==> src/rtl/muldiv_pkg.sv <==
// Shared types for the multiply/divide sequencer: ALU op encodings, request ops, FSM states.
package muldiv_pkg;

  localparam logic [2:0] ALU_AND = 3'b000;
  localparam logic [2:0] ALU_OR  = 3'b001;
  localparam logic [2:0] ALU_ADD = 3'b010;
  localparam logic [2:0] ALU_SUB = 3'b011;

  typedef enum logic [1:0] {
    MULTU = 2'b00,
    MULT  = 2'b01,
    DIVU  = 2'b10,
    DIV   = 2'b11
  } md_op_t;

  typedef enum logic [2:0] {
    IDLE,
    NEG_A,
    NEG_B,
    ITER,
    FIX_LO,
    FIX_HI,
    DONE
  } md_state_t;

endpackage

==> src/rtl/muldiv_sequencer_if.sv <==
// Request/result and shared-ALU signals between the execute stage and the muldiv sequencer.
interface muldiv_sequencer_if;
  import muldiv_pkg::*;

  logic        start;
  md_op_t      op;
  logic [31:0] rs;
  logic [31:0] rt;
  logic        busy;
  logic        done;
  logic [31:0] hi;
  logic [31:0] lo;
  logic [2:0]  alu_op;
  logic [31:0] alu_a;
  logic [31:0] alu_b;
  logic [31:0] alu_result;

  modport master (
    output start, op, rs, rt, alu_result,
    input  busy, done, hi, lo, alu_op, alu_a, alu_b
  );

  modport slave (
    input  start, op, rs, rt, alu_result,
    output busy, done, hi, lo, alu_op, alu_a, alu_b
  );

endinterface

==> src/rtl/muldiv_sequencer.sv <==
// MULT/MULTU/DIV/DIVU sequencer: shift-add multiply, restoring divide, all arithmetic on the shared ALU.
// Latency: done 33 cycles after start (unsigned), 37 (signed), 1 (divide by zero).
// No backpressure: start is only accepted in IDLE; busy stalls the pipeline otherwise.
module muldiv_sequencer
  import muldiv_pkg::*;
#(
  parameter logic [31:0] DIV0_LO = 32'hFFFFFFFF
) (
  input  logic          clk,
  input  logic          reset,
  muldiv_sequencer_if.slave bus
);

  md_state_t   state;
  logic [31:0] hi_r, lo_r, breg;
  logic        sa, sb, is_div, is_sgn;
  logic [4:0]  cnt;
  logic        busy_r, done_r;

  logic [2:0]  alu_op;
  logic [31:0] alu_a, alu_b;
  logic [31:0] hs;
  logic        m;
  logic        req_div, req_sgn;

  assign hs      = {hi_r[30:0], lo_r[31]};
  assign m       = hi_r[31];
  assign req_div = (bus.op == DIVU) || (bus.op == DIV);
  assign req_sgn = (bus.op == MULT) || (bus.op == DIV);

  always_comb begin
    alu_op = ALU_ADD;
    alu_a  = 32'd0;
    alu_b  = 32'd0;
    case (state)
      NEG_A:  begin alu_op = ALU_SUB; alu_b = lo_r; end
      NEG_B:  begin alu_op = ALU_SUB; alu_b = breg; end
      ITER: begin
        alu_op = is_div ? ALU_SUB : ALU_ADD;
        alu_a  = is_div ? hs : hi_r;
        alu_b  = breg;
      end
      FIX_LO: begin alu_op = ALU_SUB; alu_b = lo_r; end
      FIX_HI: begin
        if (is_div) begin
          alu_op = ALU_SUB;
          alu_b  = hi_r;
        end else begin
          // Upper half of a 64-bit negate: invert, carry in from a zero low half.
          alu_a = ~hi_r;
          alu_b = {31'd0, lo_r == 32'd0};
        end
      end
      default: ;
    endcase
  end

  always_ff @(posedge clk) begin
    if (reset) begin
      state  <= IDLE;
      hi_r   <= 32'd0;
      lo_r   <= 32'd0;
      breg   <= 32'd0;
      sa     <= 1'b0;
      sb     <= 1'b0;
      is_div <= 1'b0;
      is_sgn <= 1'b0;
      cnt    <= 5'd0;
      busy_r <= 1'b0;
      done_r <= 1'b0;
    end else begin
      done_r <= 1'b0;
      case (state)
        IDLE: if (bus.start) begin
          hi_r   <= 32'd0;
          lo_r   <= bus.rs;
          breg   <= bus.rt;
          sa     <= req_sgn & bus.rs[31];
          sb     <= req_sgn & bus.rt[31];
          is_div <= req_div;
          is_sgn <= req_sgn;
          cnt    <= 5'd0;
          busy_r <= 1'b1;
          if (req_div && bus.rt == 32'd0) begin
            hi_r   <= bus.rs;
            lo_r   <= DIV0_LO;
            done_r <= 1'b1;
            state  <= DONE;
          end else begin
            state <= req_sgn ? NEG_A : ITER;
          end
        end
        NEG_A: begin
          if (sa) lo_r <= bus.alu_result;
          state <= NEG_B;
        end
        NEG_B: begin
          if (sb) breg <= bus.alu_result;
          state <= ITER;
        end
        ITER: begin
          if (is_div) begin
            if (m || !(hs < breg)) begin
              hi_r <= bus.alu_result;
              lo_r <= {lo_r[30:0], 1'b1};
            end else begin
              hi_r <= hs;
              lo_r <= {lo_r[30:0], 1'b0};
            end
          end else if (lo_r[0]) begin
            // Carry out of hi+breg becomes the new top bit of the 65-bit shift.
            hi_r <= {bus.alu_result < hi_r, bus.alu_result[31:1]};
            lo_r <= {bus.alu_result[0], lo_r[31:1]};
          end else begin
            hi_r <= {1'b0, hi_r[31:1]};
            lo_r <= {hi_r[0], lo_r[31:1]};
          end
          cnt <= cnt + 5'd1;
          if (cnt == 5'd31) begin
            if (is_sgn) begin
              state <= FIX_LO;
            end else begin
              done_r <= 1'b1;
              state  <= DONE;
            end
          end
        end
        FIX_LO: begin
          if (sa ^ sb) lo_r <= bus.alu_result;
          state <= FIX_HI;
        end
        FIX_HI: begin
          if (is_div ? sa : (sa ^ sb)) hi_r <= bus.alu_result;
          done_r <= 1'b1;
          state  <= DONE;
        end
        DONE: begin
          busy_r <= 1'b0;
          state  <= IDLE;
        end
        default: state <= IDLE;
      endcase
    end
  end

  assign bus.busy   = busy_r;
  assign bus.done   = done_r;
  assign bus.hi     = hi_r;
  assign bus.lo     = lo_r;
  assign bus.alu_op = alu_op;
  assign bus.alu_a  = alu_a;
  assign bus.alu_b  = alu_b;

endmodule

==> src/flat_wrapper.sv <==
// flat-port wrapper written by rule: the top's interface ports become plain ports
module muldiv_sequencer_flat import muldiv_pkg::*;
#(
  parameter logic [31:0] DIV0_LO = 32'hFFFFFFFF
)
  (clk, reset, bus_start, bus_op, bus_rs, bus_rt, bus_alu_result, bus_busy, bus_done, bus_hi, bus_lo, bus_alu_op, bus_alu_a, bus_alu_b);
  muldiv_sequencer_if bus_i ();
  input  logic clk;
  input  logic reset;
  input wire logic [$bits(bus_i.start)-1:0] bus_start;
  input wire logic [$bits(bus_i.op)-1:0] bus_op;
  input wire logic [$bits(bus_i.rs)-1:0] bus_rs;
  input wire logic [$bits(bus_i.rt)-1:0] bus_rt;
  input wire logic [$bits(bus_i.alu_result)-1:0] bus_alu_result;
  output wire logic [$bits(bus_i.busy)-1:0] bus_busy;
  output wire logic [$bits(bus_i.done)-1:0] bus_done;
  output wire logic [$bits(bus_i.hi)-1:0] bus_hi;
  output wire logic [$bits(bus_i.lo)-1:0] bus_lo;
  output wire logic [$bits(bus_i.alu_op)-1:0] bus_alu_op;
  output wire logic [$bits(bus_i.alu_a)-1:0] bus_alu_a;
  output wire logic [$bits(bus_i.alu_b)-1:0] bus_alu_b;
  assign bus_i.start = bus_start;
  assign bus_i.op = bus_op;
  assign bus_i.rs = bus_rs;
  assign bus_i.rt = bus_rt;
  assign bus_i.alu_result = bus_alu_result;
  assign bus_busy = bus_i.busy;
  assign bus_done = bus_i.done;
  assign bus_hi = bus_i.hi;
  assign bus_lo = bus_i.lo;
  assign bus_alu_op = bus_i.alu_op;
  assign bus_alu_a = bus_i.alu_a;
  assign bus_alu_b = bus_i.alu_b;
  muldiv_sequencer #(.DIV0_LO(DIV0_LO)) u_core (.clk(clk), .reset(reset), .bus(bus_i));
endmodule
==> config.mk <==
export PLATFORM = sky130hd
export DESIGN_NAME = muldiv_sequencer_flat
export DESIGN_NICKNAME = d
export VERILOG_FILES = /design/src/rtl/muldiv_pkg.sv /design/src/rtl/muldiv_sequencer_if.sv /design/src/rtl/muldiv_sequencer.sv /design/src/flat_wrapper.sv
export SDC_FILE = /design/constraint.sdc
export NUM_CORES = 1
export LEC_CHECK = 0
export BUFFER_PORTS_ARGS = -buffer_cell sky130_fd_sc_hd__buf_2
export CAP_MARGIN = 5
export CORE_ASPECT_RATIO = 1.1
export CORE_MARGIN = 3
export CORE_UTILIZATION = 51
export CTS_BUF_LIST = sky130_fd_sc_hd__clkbuf_8
export DETAILED_ROUTE_END_ITERATION = 7
export HOLD_SLACK_MARGIN = 0.08
export PLACE_DENSITY = 0.79
export SYNTH_ARGS = -nofsm -noshare
export SYNTH_HDL_FRONTEND = slang
export SYNTH_SLANG_ARGS = --single-unit
==> constraint.sdc <==
create_clock -name clk -period 2.3 [get_ports clk]
set_input_delay 0.46 -clock clk [delete_from_list [all_inputs] [get_ports clk]]
set_output_delay 0.46 -clock clk [all_outputs]
set_load 0.05 [all_outputs]
==> results.py, run 1 <==
metrics = {
    "yosys": {
        "synth_nets": 1533,
        "synth_seq_cells": 110,
        "ys.flop_type": "dfxtp_1",
        "synth-edff-count": 0,
        "yosysWarnings": 0,
        "synth_cells": 1368,
        "synth.distinct_cells": 62,
        "syn_area_um2": 9910,
        "ys_seq_area_frac": 0.222,
        "async_reset_ff_frac": 0,
        "avgSynthCellArea_um2": 7.24,
    },
    "timing": {
        "postGrtWorstEndpoint": "bus_alu_b[0]",
        "worst-endpoint-pin-kind": "output port",
    },
    "die": {
        "die-width_um": 139,
        "start_util": 0.529,
        "die_y_um": 152,
        "pin_count": 234,
        "num_rows": 52,
    },
    "clock_network": {
        "clk_path_buf_depth": 2,
        "cts_sinks": 110,
        "cts_buffers": 9,
        "htree_num_levels": 3,
        "clockRootBuffer": "clkbuf_8",
        "ctsHoldBuffers": 0,
    },
    "placement": {
        "io_buffer_count": 231,
        "place_hpwl_mm": 31.3,
        "placed_area_um2": 13500,
        "gp_congestion": 0.994,
    },
    "global_routing": {
        "antenna_found_initial": 5,
        "grt_usage": 0.781,
        "overflow": 11,
        "grt_max_degree": 74,
    },
    "outcome": {
        "stop_stage": "5_1_grt",
        "error": "[ERROR GRT-0232] Routing congestion too high. Check the congestion heatmap in the GUI.",
        "status": "stopped before the end",
    },
}
per-stage QoR:
| stage | TNS (ps) | hold slack (ps) | setup slack [ps] | cells | util |
|---|---|---|---|---|---|
| floorplan | -810 | 439 | -37.0 | 1368 | - |
| global placement | -4490 | 461 | -194 | 1986 | 0.721 |
| detailed placement | -6450 | 471 | -238 | 1986 | 0.721 |
| CTS | -11810 | 316 | -234 | 2067 | 0.857 |
kinds of logic after synthesis:
logic type / after synthesis / synth area share
other: 2 / 0.000758
and+or+nand+nor: 437 / 0.209
muxes: 63 / 0.0636
adders and majority gates: 64 / 0.0808
DFF: 110 / 0.222
xor gates and xnor gates: 2 / 0.00177
buffers and inverters: 190 / 0.0795
AOI/OAI and AO/OA: 500 / 0.343
Yosys cell counts, types with 4 or more instances:
cell type  instances  area share
a21oi_1           92       0.046
buf_2             30       0.015
nor3_1            38       0.019
dfxtp_1          110        0.22
a22oi_1            4      0.0030
inv_1             71       0.027
a31oi_1           31       0.020
o211ai_1           8      0.0061
a221o_1           31       0.031
o21ai_0          170       0.086
a21o_1             6      0.0045
nor3b_1           12      0.0091
o2111ai_1         30       0.027
nand3_1           12      0.0061
a2111oi_2          4      0.0061
nor2_1           120       0.045
nand2_1          184       0.070
a221oi_1           8      0.0071
a221oi_2          20       0.030
nor4_1            19       0.012
and4_1             4      0.0035
buf_4              4      0.0030
buf_1              7      0.0027
ha_1              64       0.081
nand4_1           12      0.0076
mux2i_1           63       0.064
o21a_1            28       0.021
a211oi_1          44       0.033
clkbuf_1          74       0.028
nor3b_2           15       0.019
o311ai_0           4      0.0035
timing repair:
action / CTS
pin swaps: 87
setup endpoints to repair: 98
buffers inserted: 49
resized for setup: 429
gates cloned: 17
per-layer routing:
layer | global-route usage | GRT overflow
met2 | 0.909 | 4
met1 | 0.775 | 0
met3 | 0.680 | 0
met5 | 0.446 | 0
met4 | 0.757 | 7
==> inputs of run 2 (changes only) <==
--- a/config.mk
+++ b/config.mk
@@ -7,13 +7,10 @@
 export LEC_CHECK = 0
 export BUFFER_PORTS_ARGS = -buffer_cell sky130_fd_sc_hd__buf_2
 export CAP_MARGIN = 5
-export CORE_ASPECT_RATIO = 1.1
 export CORE_MARGIN = 3
-export CORE_UTILIZATION = 51
-export CTS_BUF_LIST = sky130_fd_sc_hd__clkbuf_8
+export CORE_UTILIZATION = 40
 export DETAILED_ROUTE_END_ITERATION = 7
-export HOLD_SLACK_MARGIN = 0.08
-export PLACE_DENSITY = 0.79
+export PLACE_DENSITY_LB_ADDON = 0.15
 export SYNTH_ARGS = -nofsm -noshare
 export SYNTH_HDL_FRONTEND = slang
 export SYNTH_SLANG_ARGS = --single-unit
==> constraint.sdc (replaced) <==
create_clock -name clk -period 3 [get_ports clk]
set_input_delay 0.6 -clock clk [delete_from_list [all_inputs] [get_ports clk]]
set_output_delay 0.6 -clock clk [all_outputs]
set_load 0.05 [all_outputs]
==> run 2 against run 1 <==
The flow now finishes without violations. Area after synthesis unchanged. Synthesized cell count unchanged.
==> results.py, run 2 <==
metrics = {
    "timing": {
        "worst_pin_slew_ps": 730,
        "finClkSkew_ps": 8.28,
        "timing.fmax_ghz": 0.335,
        "final.setup.tns_ps": 0,
        "max_slew_margin": 0.512,
        "worst_slack_ps": 11.1,
        "setup_violations": 0,
        "hold_viol": 0,
        "holdWs_ps": 484,
        "min_period_ps": 2990,
        "fin_crit_sh": 0.996,
        "slew_viol_final": 0,
    },
    "die": {
        "die_y_um": 163,
        "dieArea_um2": 26700,
        "die-width_um": 163,
        "start_util": 0.415,
        "pin_count": 234,
        "core_area_um2": 23900,
        "num_rows": 56,
    },
    "outcome": {
        "status": "completed",
    },
    "worst_setup_path": {
        "cp_max_fo": 6,
        "cp_cell_sequence": "nor4_1 > nand4_1 > nor3_1 > a21oi_1 > o21ai_1 > buf_2",
        "worst_ep_required_time_ps": 2400,
        "cp_slowest_cell": "nor4_1",
        "critical_path.endpoint_type": "output pin",
        "critical_path.max_stage_delay_ps": 460,
        "crit_arrival_ps": 2390,
        "crit_type": "reg2out",
        "start_kind": "register",
    },
    "yosys": {
        "synth_seq_cells": 110,
        "synthTopCellsByCount": "nand2_1 (184), o21ai_0 (170), nor2_1 (120), dfxtp_1 (110), a21oi_1 (92)",
        "synth_nets": 1533,
        "synth-simple-area-share": 0.209,
        "synth_adder_area_share": 0.0808,
        "synth_top_family_by_area": "compound AO/OA/AOI/OAI gates",
        "synth_cells": 1368,
        "synth-compound-area-share": 0.343,
        "muxShareOfSynthArea": 0.0636,
        "yosysTopAreaCell": "dfxtp_1",
        "synth-edff-count": 0,
        "synth.distinct_cells": 62,
        "syn_area_um2": 9910,
        "ys_seq_area_frac": 0.222,
        "yosysWarnings": 0,
        "synth-xor-area-share": 0.00177,
        "synth_area_leaders": "dfxtp_1 (22%), o21ai_0 (8.6%), ha_1 (8.1%), nand2_1 (7.0%), mux2i_1 (6.4%)",
        "ys.flop_type": "dfxtp_1",
        "yosysMostFrequentCell": "nand2_1",
        "async_reset_ff_frac": 0,
        "yosys.area.top_type_share": 0.222,
        "avgSynthCellArea_um2": 7.24,
    },
    "global_routing": {
        "grt_pass1_wl_mm": 63.7,
        "grt_usage": 0.302,
        "overflow": 0,
        "grt_pass1_vias": 10900,
        "antenna_found_initial": 2,
        "grt_max_degree": 73,
    },
    "route": {
        "wl_per_cell_um": 21.8,
        "routed_wl_mm": 41.3,
        "via_per_inst": 6.17,
        "firstDrtPassIters": 5,
        "postRouteAntennaNets": 0,
        "drt_iter0_markers": 1159,
        "drc_errors": 0,
        "vias": 11700,
    },
    "clock_network": {
        "clockRootBuffer": "clkbuf_16",
        "worstSkewPairLatency_ps": 370,
        "cts_tree": "built",
        "clk_path_buf_depth": 2,
        "cts_sinks": 110,
        "path_clk_slew_ps": 80,
        "htree_num_levels": 3,
        "cts_buffers": 9,
    },
    "power_and_ir_drop": {
        "p_per_area_nw_per_um2": 518,
        "p_leak_nw": 4.88,
        "peakVddDrop_mv": 0.325,
        "total_power_w": 0.00627,
    },
    "run": {
        "maxCapViolCount": 0,
    },
    "layout": {
        "drive_gt1_frac": 0.249,
        "area_delta_synth_final_pct": 22.1,
        "final_common_cell": "buf_2",
        "final_area_um2": 12100,
        "final_cell_mix": "buf_2 (228), nand2_1 (183), o21ai_0 (166), nor2_1 (117), dfxtp_1 (106)",
        "nets": 1736,
    },
    "placement": {
        "gp_congestion": 0.907,
        "pre_cts_ws_ps": 132,
        "io_buffer_count": 231,
        "placed_area_um2": 11700,
        "place_hpwl_mm": 29.8,
    },
    "worst_hold_path": {
        "hold_class": "reg2reg",
    },
}
==> run 2: area by class of cell <==
| class | count | area (µm²) |
|---|---|---|
| clock buffer | 9 | 225 |
| multi-input combinational | 1068 | 7010 |
| inverter | 72 | 270 |
| sequential | 110 | 2210 |
| tap | 319 | 399 |
| timing repair buffer | 310 | 1880 |
| clock inverter | 7 | 103 |
| fill | 2411 | 11800 |
| antenna | 2 | 5.00 |
==> run 2: final timing paths <==
kind / slack, ps / endpoint / depth (start not counted) / start
worst max-delay path: 10 / bus_alu_b[0] / 6 / u_core.bus.lo[27]
worst min-delay path: 480 / u_core.cnt[3] / 1 / u_core.cnt[3]
worst max register to register: 240 / u_core.bus.hi[10] / 10 / u_core.breg[25]
worst min register to register: 480 / u_core.cnt[3] / 1 / u_core.cnt[3]
==> run 2: worst max-delay path: cells and delay by family (launching register included) <==
family / cells / cell delay (ps)
buffers and inverters: 1 / 330
DFF: 1 / 380
AOI/OAI and AO/OA: 2 / 310
and+or+nand+nor: 3 / 1000
==> run 2: repair_timing <==
| action | CTS | global route |
|---|---|---|
| hold buffers | 0 | 0 |
| buffers inserted | 0 | 1 |
| cloned | 0 | 1 |
| gates resized for setup | 3 | 10 |
| endpoints found under the setup margin | 3 | 27 |
| pin swaps | 0 | 1 |
==> run 2: cell families (layout without fill, tap and decap cells) <==
logic type | after synthesis | in the layout
AOI/OAI and AO/OA | 500 | 500
xor gates and xnor gates | 2 | 2
adders and majority gates | 64 | 64
buffers and inverters | 190 | 398
DFF | 110 | 110
muxes | 63 | 63
other | 2 | 4
and+or+nand+nor | 437 | 437
==> run 2: stage by stage <==
| step | instances | util |
|---|---|---|
| 6_report | 1897 | 0.507 |
| 4_1_cts | 1893 | 0.504 |
| 2_1_floorplan | 1368 | - |
| 3_3_place_gp | 1877 | 0.490 |
| 3_5_place_dp | 1877 | 0.490 |
| 5_1_grt | 1897 | 0.507 |
==> run 2: report_power, final <==
group | total [W] | leakage, nW | switching (W) | internal [W]
clock network | 0.00141 | 0.163 | 0.000663 | 0.000749
logic | 0.00303 | 3.81 | 0.00205 | 0.000986
registers | 0.00183 | 0.909 | 0.000207 | 0.00162
total | 0.00627 | 4.88 | 0.00292 | 0.00335
==> run 2: metal layers <==
layer | up-vias | global-route usage | part of all wire
met5 | - | 0 | 0
met4 | 0 | 0.0827 | 0.022
met3 | 57 | 0.0500 | 0.099
met2 | 647 | 0.472 | 0.44
met1 | 5528 | 0.431 | 0.43
li1 | 5478 | - | -
Power figures use the tool's default switching activity.
